==> src/rtl/branch_hazard_ctrl_pkg.sv <==
// Shared encodings for ID-stage branch resolution: branch commands, controller states
// and the per-command operand-read mask.
package branch_hazard_ctrl_pkg;

  typedef enum logic [1:0] {
    COND_NONE = 2'd0,
    COND_BEZ  = 2'd1,
    COND_BNE  = 2'd2,
    COND_JUMP = 2'd3
  } brComm_t;

  typedef enum logic [1:0] {
    BHC_IDLE    = 2'd0,
    BHC_STALL   = 2'd1,
    BHC_RESOLVE = 2'd2
  } bhcState_t;

  localparam int CNT_W = 2;

  // Bit 0: command reads src1, bit 1: command reads src2.
  function automatic logic [1:0] readMask(input logic [1:0] comm);
    case (comm)
      COND_BNE: return 2'b11;
      COND_BEZ: return 2'b01;
      default:  return 2'b00;
    endcase
  endfunction

endpackage

==> src/rtl/branch_hazard_ctrl_if.sv <==
// Pipeline-side bundle for the branch hazard controller: ID/EXE/MEM hazard fields in,
// PC/IF-ID/ID-EXE control out. The pipeline drives master, the controller uses slave.
interface branch_hazard_ctrl_if #(
  parameter int REG_ADDR_W = 5
);
  logic                  freeze;
  logic [1:0]            id_br_comm;
  logic [REG_ADDR_W-1:0] id_src1;
  logic [REG_ADDR_W-1:0] id_src2;
  logic [REG_ADDR_W-1:0] exe_dest;
  logic                  exe_wb_en;
  logic [REG_ADDR_W-1:0] mem_dest;
  logic                  mem_wb_en;
  logic                  br_cond;
  logic                  stall;
  logic                  bubble;
  logic                  pc_src;
  logic                  flush_if;

  modport master (
    output freeze, id_br_comm, id_src1, id_src2, exe_dest, exe_wb_en,
           mem_dest, mem_wb_en, br_cond,
    input  stall, bubble, pc_src, flush_if
  );

  modport slave (
    input  freeze, id_br_comm, id_src1, id_src2, exe_dest, exe_wb_en,
           mem_dest, mem_wb_en, br_cond,
    output stall, bubble, pc_src, flush_if
  );
endinterface

==> src/rtl/branch_dep_detect.sv <==
// Combinational RAW check of the ID branch operands against the EXE and MEM writers.
// Register 0 is hard-wired and never creates a dependency.
module branch_dep_detect
  import branch_hazard_ctrl_pkg::*;
#(
  parameter int REG_ADDR_W = 5
) (
  input  logic [1:0]            brComm,
  input  logic [REG_ADDR_W-1:0] src1,
  input  logic [REG_ADDR_W-1:0] src2,
  input  logic [REG_ADDR_W-1:0] exeDest,
  input  logic                  exeWbEn,
  input  logic [REG_ADDR_W-1:0] memDest,
  input  logic                  memWbEn,
  output logic                  exeMatch,
  output logic                  memMatch
);
  logic [1:0] mask;
  logic       useSrc1;
  logic       useSrc2;

  assign mask    = readMask(brComm);
  assign useSrc1 = mask[0] && (src1 != '0);
  assign useSrc2 = mask[1] && (src2 != '0);

  assign exeMatch = exeWbEn && ((useSrc1 && exeDest == src1) || (useSrc2 && exeDest == src2));
  assign memMatch = memWbEn && ((useSrc1 && memDest == src1) || (useSrc2 && memDest == src2));
endmodule

==> src/rtl/branch_hazard_ctrl.sv <==
// ID-stage branch sequencing: stall until operands reach the write-first register file,
// then resolve (PC select + IF/ID flush). Optional counters under `BR_STATS_EN.
module branch_hazard_ctrl
  import branch_hazard_ctrl_pkg::*;
#(
  parameter int REG_ADDR_W = 5,
  parameter int STAT_W     = 32
) (
  input  logic                   clk,
  input  logic                   rst,
  branch_hazard_ctrl_if.slave    bus
`ifdef BR_STATS_EN
  ,
  output logic [STAT_W-1:0]      stat_branches,
  output logic [STAT_W-1:0]      stat_taken,
  output logic [STAT_W-1:0]      stat_stall_cycles
`endif
);
  if (STAT_W < 1) begin : gBadStatW
    $error("STAT_W must be at least 1");
  end

  bhcState_t        stateQ, stateD;
  logic [CNT_W-1:0] cntQ, cntD;
  logic             exeMatch, memMatch;
  logic             stallC, resolveC, takenC;
  logic             hasBranch;

  branch_dep_detect #(.REG_ADDR_W(REG_ADDR_W)) uDepDetect (
    .brComm  (bus.id_br_comm),
    .src1    (bus.id_src1),
    .src2    (bus.id_src2),
    .exeDest (bus.exe_dest),
    .exeWbEn (bus.exe_wb_en),
    .memDest (bus.mem_dest),
    .memWbEn (bus.mem_wb_en),
    .exeMatch(exeMatch),
    .memMatch(memMatch)
  );

  assign hasBranch = (bus.id_br_comm != COND_NONE);

  // NOTE: sequential state uses non-blocking assignments so every flop samples pre-edge values.
  always_ff @(posedge clk or posedge rst) begin
    if (rst) begin
      stateQ <= BHC_IDLE;
      cntQ   <= '0;
    end else begin
      stateQ <= stateD;
      cntQ   <= cntD;
    end
  end

  // cnt holds the number of STALL-state cycles still to come after the detecting IDLE cycle.
  always_comb begin
    // NOTE: every always_comb output gets a default first, otherwise a latch is inferred.
    stateD   = stateQ;
    cntD     = cntQ;
    stallC   = 1'b0;
    resolveC = 1'b0;
    unique case (stateQ)
      BHC_IDLE: begin
        if (hasBranch && exeMatch) begin
          stallC = 1'b1;
          cntD   = CNT_W'(1);
          stateD = BHC_STALL;
        end else if (hasBranch && memMatch) begin
          stallC = 1'b1;
          cntD   = '0;
          stateD = BHC_RESOLVE;
        end else begin
          resolveC = hasBranch;
        end
      end
      BHC_STALL: begin
        stallC = 1'b1;
        cntD   = (cntQ != '0) ? cntQ - CNT_W'(1) : '0;
        if (cntQ <= CNT_W'(1)) stateD = BHC_RESOLVE;
      end
      BHC_RESOLVE: begin
        resolveC = hasBranch;
        stateD   = BHC_IDLE;
      end
      default: stateD = BHC_IDLE;
    endcase
    takenC = resolveC && ((bus.id_br_comm == COND_JUMP) || bus.br_cond);
    if (bus.freeze) begin
      stateD = stateQ;
      cntD   = cntQ;
    end
  end

  // A frozen cycle keeps the stall level but issues no bubble and defers resolution.
  assign bus.stall    = !rst && stallC;
  assign bus.bubble   = !rst && !bus.freeze && stallC;
  assign bus.pc_src   = !rst && !bus.freeze && takenC;
  assign bus.flush_if = !rst && !bus.freeze && takenC;

`ifdef BR_STATS_EN
  always_ff @(posedge clk or posedge rst) begin
    if (rst) begin
      stat_branches     <= '0;
      stat_taken        <= '0;
      stat_stall_cycles <= '0;
    end else if (!bus.freeze) begin
      if (resolveC) stat_branches     <= stat_branches + STAT_W'(1);
      if (takenC)   stat_taken        <= stat_taken + STAT_W'(1);
      if (stallC)   stat_stall_cycles <= stat_stall_cycles + STAT_W'(1);
    end
  end
`endif
endmodule

==> src/flat_wrapper.sv <==
// flat-port wrapper written by rule: the top's interface ports become plain ports
module branch_hazard_ctrl_flat import branch_hazard_ctrl_pkg::*;
#(
  parameter int REG_ADDR_W = 5,
  parameter int STAT_W     = 32
)
  (clk, rst, bus_freeze, bus_id_br_comm, bus_id_src1, bus_id_src2, bus_exe_dest, bus_exe_wb_en, bus_mem_dest, bus_mem_wb_en, bus_br_cond, bus_stall, bus_bubble, bus_pc_src, bus_flush_if);
  branch_hazard_ctrl_if #(.REG_ADDR_W(REG_ADDR_W)) bus_i ();
  input  logic clk;
  input  logic rst;
  input wire logic [$bits(bus_i.freeze)-1:0] bus_freeze;
  input wire logic [$bits(bus_i.id_br_comm)-1:0] bus_id_br_comm;
  input wire logic [$bits(bus_i.id_src1)-1:0] bus_id_src1;
  input wire logic [$bits(bus_i.id_src2)-1:0] bus_id_src2;
  input wire logic [$bits(bus_i.exe_dest)-1:0] bus_exe_dest;
  input wire logic [$bits(bus_i.exe_wb_en)-1:0] bus_exe_wb_en;
  input wire logic [$bits(bus_i.mem_dest)-1:0] bus_mem_dest;
  input wire logic [$bits(bus_i.mem_wb_en)-1:0] bus_mem_wb_en;
  input wire logic [$bits(bus_i.br_cond)-1:0] bus_br_cond;
  output wire logic [$bits(bus_i.stall)-1:0] bus_stall;
  output wire logic [$bits(bus_i.bubble)-1:0] bus_bubble;
  output wire logic [$bits(bus_i.pc_src)-1:0] bus_pc_src;
  output wire logic [$bits(bus_i.flush_if)-1:0] bus_flush_if;
  assign bus_i.freeze = bus_freeze;
  assign bus_i.id_br_comm = bus_id_br_comm;
  assign bus_i.id_src1 = bus_id_src1;
  assign bus_i.id_src2 = bus_id_src2;
  assign bus_i.exe_dest = bus_exe_dest;
  assign bus_i.exe_wb_en = bus_exe_wb_en;
  assign bus_i.mem_dest = bus_mem_dest;
  assign bus_i.mem_wb_en = bus_mem_wb_en;
  assign bus_i.br_cond = bus_br_cond;
  assign bus_stall = bus_i.stall;
  assign bus_bubble = bus_i.bubble;
  assign bus_pc_src = bus_i.pc_src;
  assign bus_flush_if = bus_i.flush_if;
  branch_hazard_ctrl #(.REG_ADDR_W(REG_ADDR_W), .STAT_W(STAT_W)) u_core (.clk(clk), .rst(rst), .bus(bus_i));
endmodule
==> config.mk <==
export PLATFORM = sky130hd
export DESIGN_NAME = branch_hazard_ctrl_flat
export DESIGN_NICKNAME = d
export VERILOG_FILES = /design/src/rtl/branch_hazard_ctrl_pkg.sv /design/src/rtl/branch_hazard_ctrl_if.sv /design/src/rtl/branch_dep_detect.sv /design/src/rtl/branch_hazard_ctrl.sv /design/src/flat_wrapper.sv
export SDC_FILE = /design/constraint.sdc
export NUM_CORES = 1
export LEC_CHECK = 0
export ABC_AREA = 1
export ABC_CLOCK_PERIOD_IN_PS = 2800
export CORE_MARGIN = 10
export CORE_UTILIZATION = 39
export CTS_CLUSTER_DIAMETER = 80
export DETAILED_ROUTE_END_ITERATION = 8
export PLACE_DENSITY_LB_ADDON = 0.05
export SLEW_MARGIN = 40
export SYNTH_ARGS = -nofsm -noshare
export SYNTH_HDL_FRONTEND = slang
export SYNTH_SLANG_ARGS = --single-unit
==> constraint.sdc <==
create_clock -name clk -period 2.8 [get_ports clk]
set_input_delay 0.84 -clock clk [delete_from_list [all_inputs] [get_ports clk]]
set_output_delay 0.84 -clock clk [all_outputs]
set_load 0.05 [all_outputs]
==> reports/qor.csv <==
metric;value;unit
layout_min_cycle_time;2.88;ns
cts_tree;built;
core;1760;um2
area_delta_synth_final;79.4;%
instances_no_fill;181;
grt_util_all_layers;0.115;
die_area;4020;um2
critical_path_class;in -> out;
startpoint_type;primary input;
ys_async_sr_fraction;1.00;
cts-htree-levels;1;
wl_per_cell;13.2;um
dp_slack;-0.608;ns
place_congestion;0.816;
finalHoldViolCount;0;
num_vias;851;
chipWidth;63.4;um
start_util;0.416;
avgSynthCellArea;6.50;um2
ys.flop_type;dfrtp_1;
dp_hpwl;1800;um
clockBufferDepth;2;
post-route-period-util;1.03;
cts_buffers;3;
rsz0062_at_grt;true;
finalSetupViolations;4;
drc;0;
drv_slew;0;
antenna_found_initial;0;
synth_area_leader_cell;dfrtp_1;
tightest_slew;0.320;ns
path_clk_slew;0.04;ns
drtAntennaViolNets;0;
fin_nets;189;
detail_route.iter0.violations;16;
ys_seq_area_frac;0.136;
std_cell_rows;15;
fillers;140;
drive_above_1_share;0.506;
hp-class;reg -> reg;
grt_max_degree;7;
grt_first_pass_wirelength;4010;um
die_h;63.4;um
first_pass_iters;4;
max_cap_viol_count;0;
final_area;1320;um2
ys_top_cells_by_count;25 x nand2_1, 19 x inv_1, 16 x nor2_1;
power.density;292;nW/um2
cts.sinks;4;
grt_pass1_vias;911;
holdWs;0.469;ns
yosysWarnings;0;
cp-end-kind;output pin;
syn_area;734;um2
layout_setup_ws;-0.0768;ns
skew;0.00390;ns
violations;setup timing;
cp.required;1.96;ns
overflow;0;
syn_inst;113;
leakage;0.670;nW
io_pins;32;
n_antenna_cell;0;
slew_headroom;0.787;
dp.cells;175;
wirelength;2390;um
io_buffers;31;
cts-root-buf;clkbuf_4;
ir_worst_vdd;0.221;mV
max_freq;0.348;GHz
clock_latency;0.24;ns
synth.most_common_cell;nand2_1;
cp_max_fo;4;
synth-edff-count;0;
cp.arrival;2.04;ns
status;finished, violations left;
post_dp_cell_area;1210;um2
viasPerCell;4.70;
synth_nets;144;
ys_seq_elements;4;
synthDistinctLibCells;21;
yosys-top-cells-area;dfrtp_1 14%, nand2_1 13%, xor2_1 12%;
synth.top_cell.area_share;0.136;
[sequential cells by signal (all words and copies together), names as in the netlist]
register,flops
u_core.cntQ,2
u_core.stateQ,2
[path summary, 6_finish.rpt]
path                             startpoint          endpoint  slack (ns)  depth (start not counted)
setup / recovery             bus_id_src1[1]        bus_bubble       -0.08                         13
hold / removal               u_core.cntQ[0]    u_core.cntQ[0]        0.47                          2
setup reg to reg           u_core.stateQ[0]  u_core.stateQ[0]        1.49                          8
hold reg to reg              u_core.cntQ[0]    u_core.cntQ[0]        0.47                          2
max in group asynchronous               rst    u_core.cntQ[0]        1.63                          3
min in group asynchronous               rst    u_core.cntQ[1]        1.00                          3
[area by class of cell]
class                           count  area, um2  area share
Clock buffer                        3       22.5      0.0171
Inverter                           19       76.3      0.0579
Multi-Input combinational cell     89        702       0.533
Sequential cell                     4        100      0.0760
Tap cell                           25       31.3      0.0237
Timing Repair Buffer               41        385       0.292
[routing by layer]
layer / part of all wire / global-route usage / vias to the layer above
met1: 0.42 / 0.135 / 383
met2: 0.52 / 0.211 / 23
met5: 0 / 0 / -
li1: - / - / 440
met3: 0.039 / 0.0194 / 5
met4: 0.018 / 0.0246 / 0
[metrics by stage]
step                      utilization  setup TNS, ns  power [mW]
after floorplan                     -         -0.332       0.200
after global placement          0.687          -2.06       0.283
after detailed placement        0.687          -2.22       0.289
after CTS                       0.726         -0.268       0.374
after global routing            0.747         -0.548       0.405
final                           0.747         -0.203       0.385
[report_power, final]
group	switching, mW	internal [mW]	total (mW)
sequential	0.00779	0.0664	0.0742
combinational	0.134	0.102	0.235
clock	0.0275	0.0482	0.0757
total	0.169	0.216	0.385
[layout by cell type (no fill, tap or decap)]
cell type / Yosys / routed
buf_6: 0 / 6
nand4_1: 3 / 3
nand3_1: 5 / 2
buf_2: 0 / 11
clkbuf_4: 0 / 3
ha_4: 0 / 1
o21ai_2: 2 / 2
a21oi_4: 0 / 1
nand2_1: 25 / 20
nor3_4: 0 / 1
dfrtp_1: 4 / 4
nand3b_1: 2 / 2
clkdlybuf4s50_1: 0 / 3
nand2_4: 3 / 4
inv_4: 0 / 2
o21ai_1: 0 / 1
dlygate4sd2_1: 0 / 2
xnor2_2: 0 / 5
nor2_4: 0 / 2
ha_1: 3 / 2
xor2_1: 10 / 10
buf_12: 0 / 4
inv_2: 0 / 4
nand2_2: 0 / 4
nor2_2: 1 / 5
nand3_4: 1 / 3
o21ai_0: 3 / 2
buf_4: 1 / 12
xnor2_1: 7 / 2
nor3_1: 1 / 1
nor2_1: 16 / 10
nor4_2: 0 / 1
nand3_2: 4 / 5
inv_1: 19 / 13
buf_8: 0 / 3
[what timing repair did]
| item | CTS | global route |
|---|---|---|
| setup endpoints to repair | 4 | 4 |
| buffers inserted | 3 | 0 |
| hold buffers | 0 | 0 |
| pin swaps | 33 | 17 |
| gates resized for setup | 124 | 13 |
[critical path, cell delays in order]
cell and delay, ns:
buf_6 0.11, inv_2 0.05, nand2_2 0.06, nand2_1 0.07, nand2_1 0.08, nor2_2 0.09, nand3_2 0.09, nand2_2 0.09
nand3_2 0.10, nand3_4 0.08, nand2_4 0.06, nor3_4 0.15, buf_12 0.16
[cells by family (layout without fill, tap and decap cells)]
logic type | count (synthesis) | in the layout | synth area share
compound gates | 6 | 6 | 0.0511
xor+xnor | 17 | 17 | 0.203
fa+ha+maj | 3 | 3 | 0.0511
buf+inv | 20 | 63 | 0.107
flops | 4 | 4 | 0.136
simple gates | 63 | 63 | 0.451
Power figures use the tool's default switching activity.
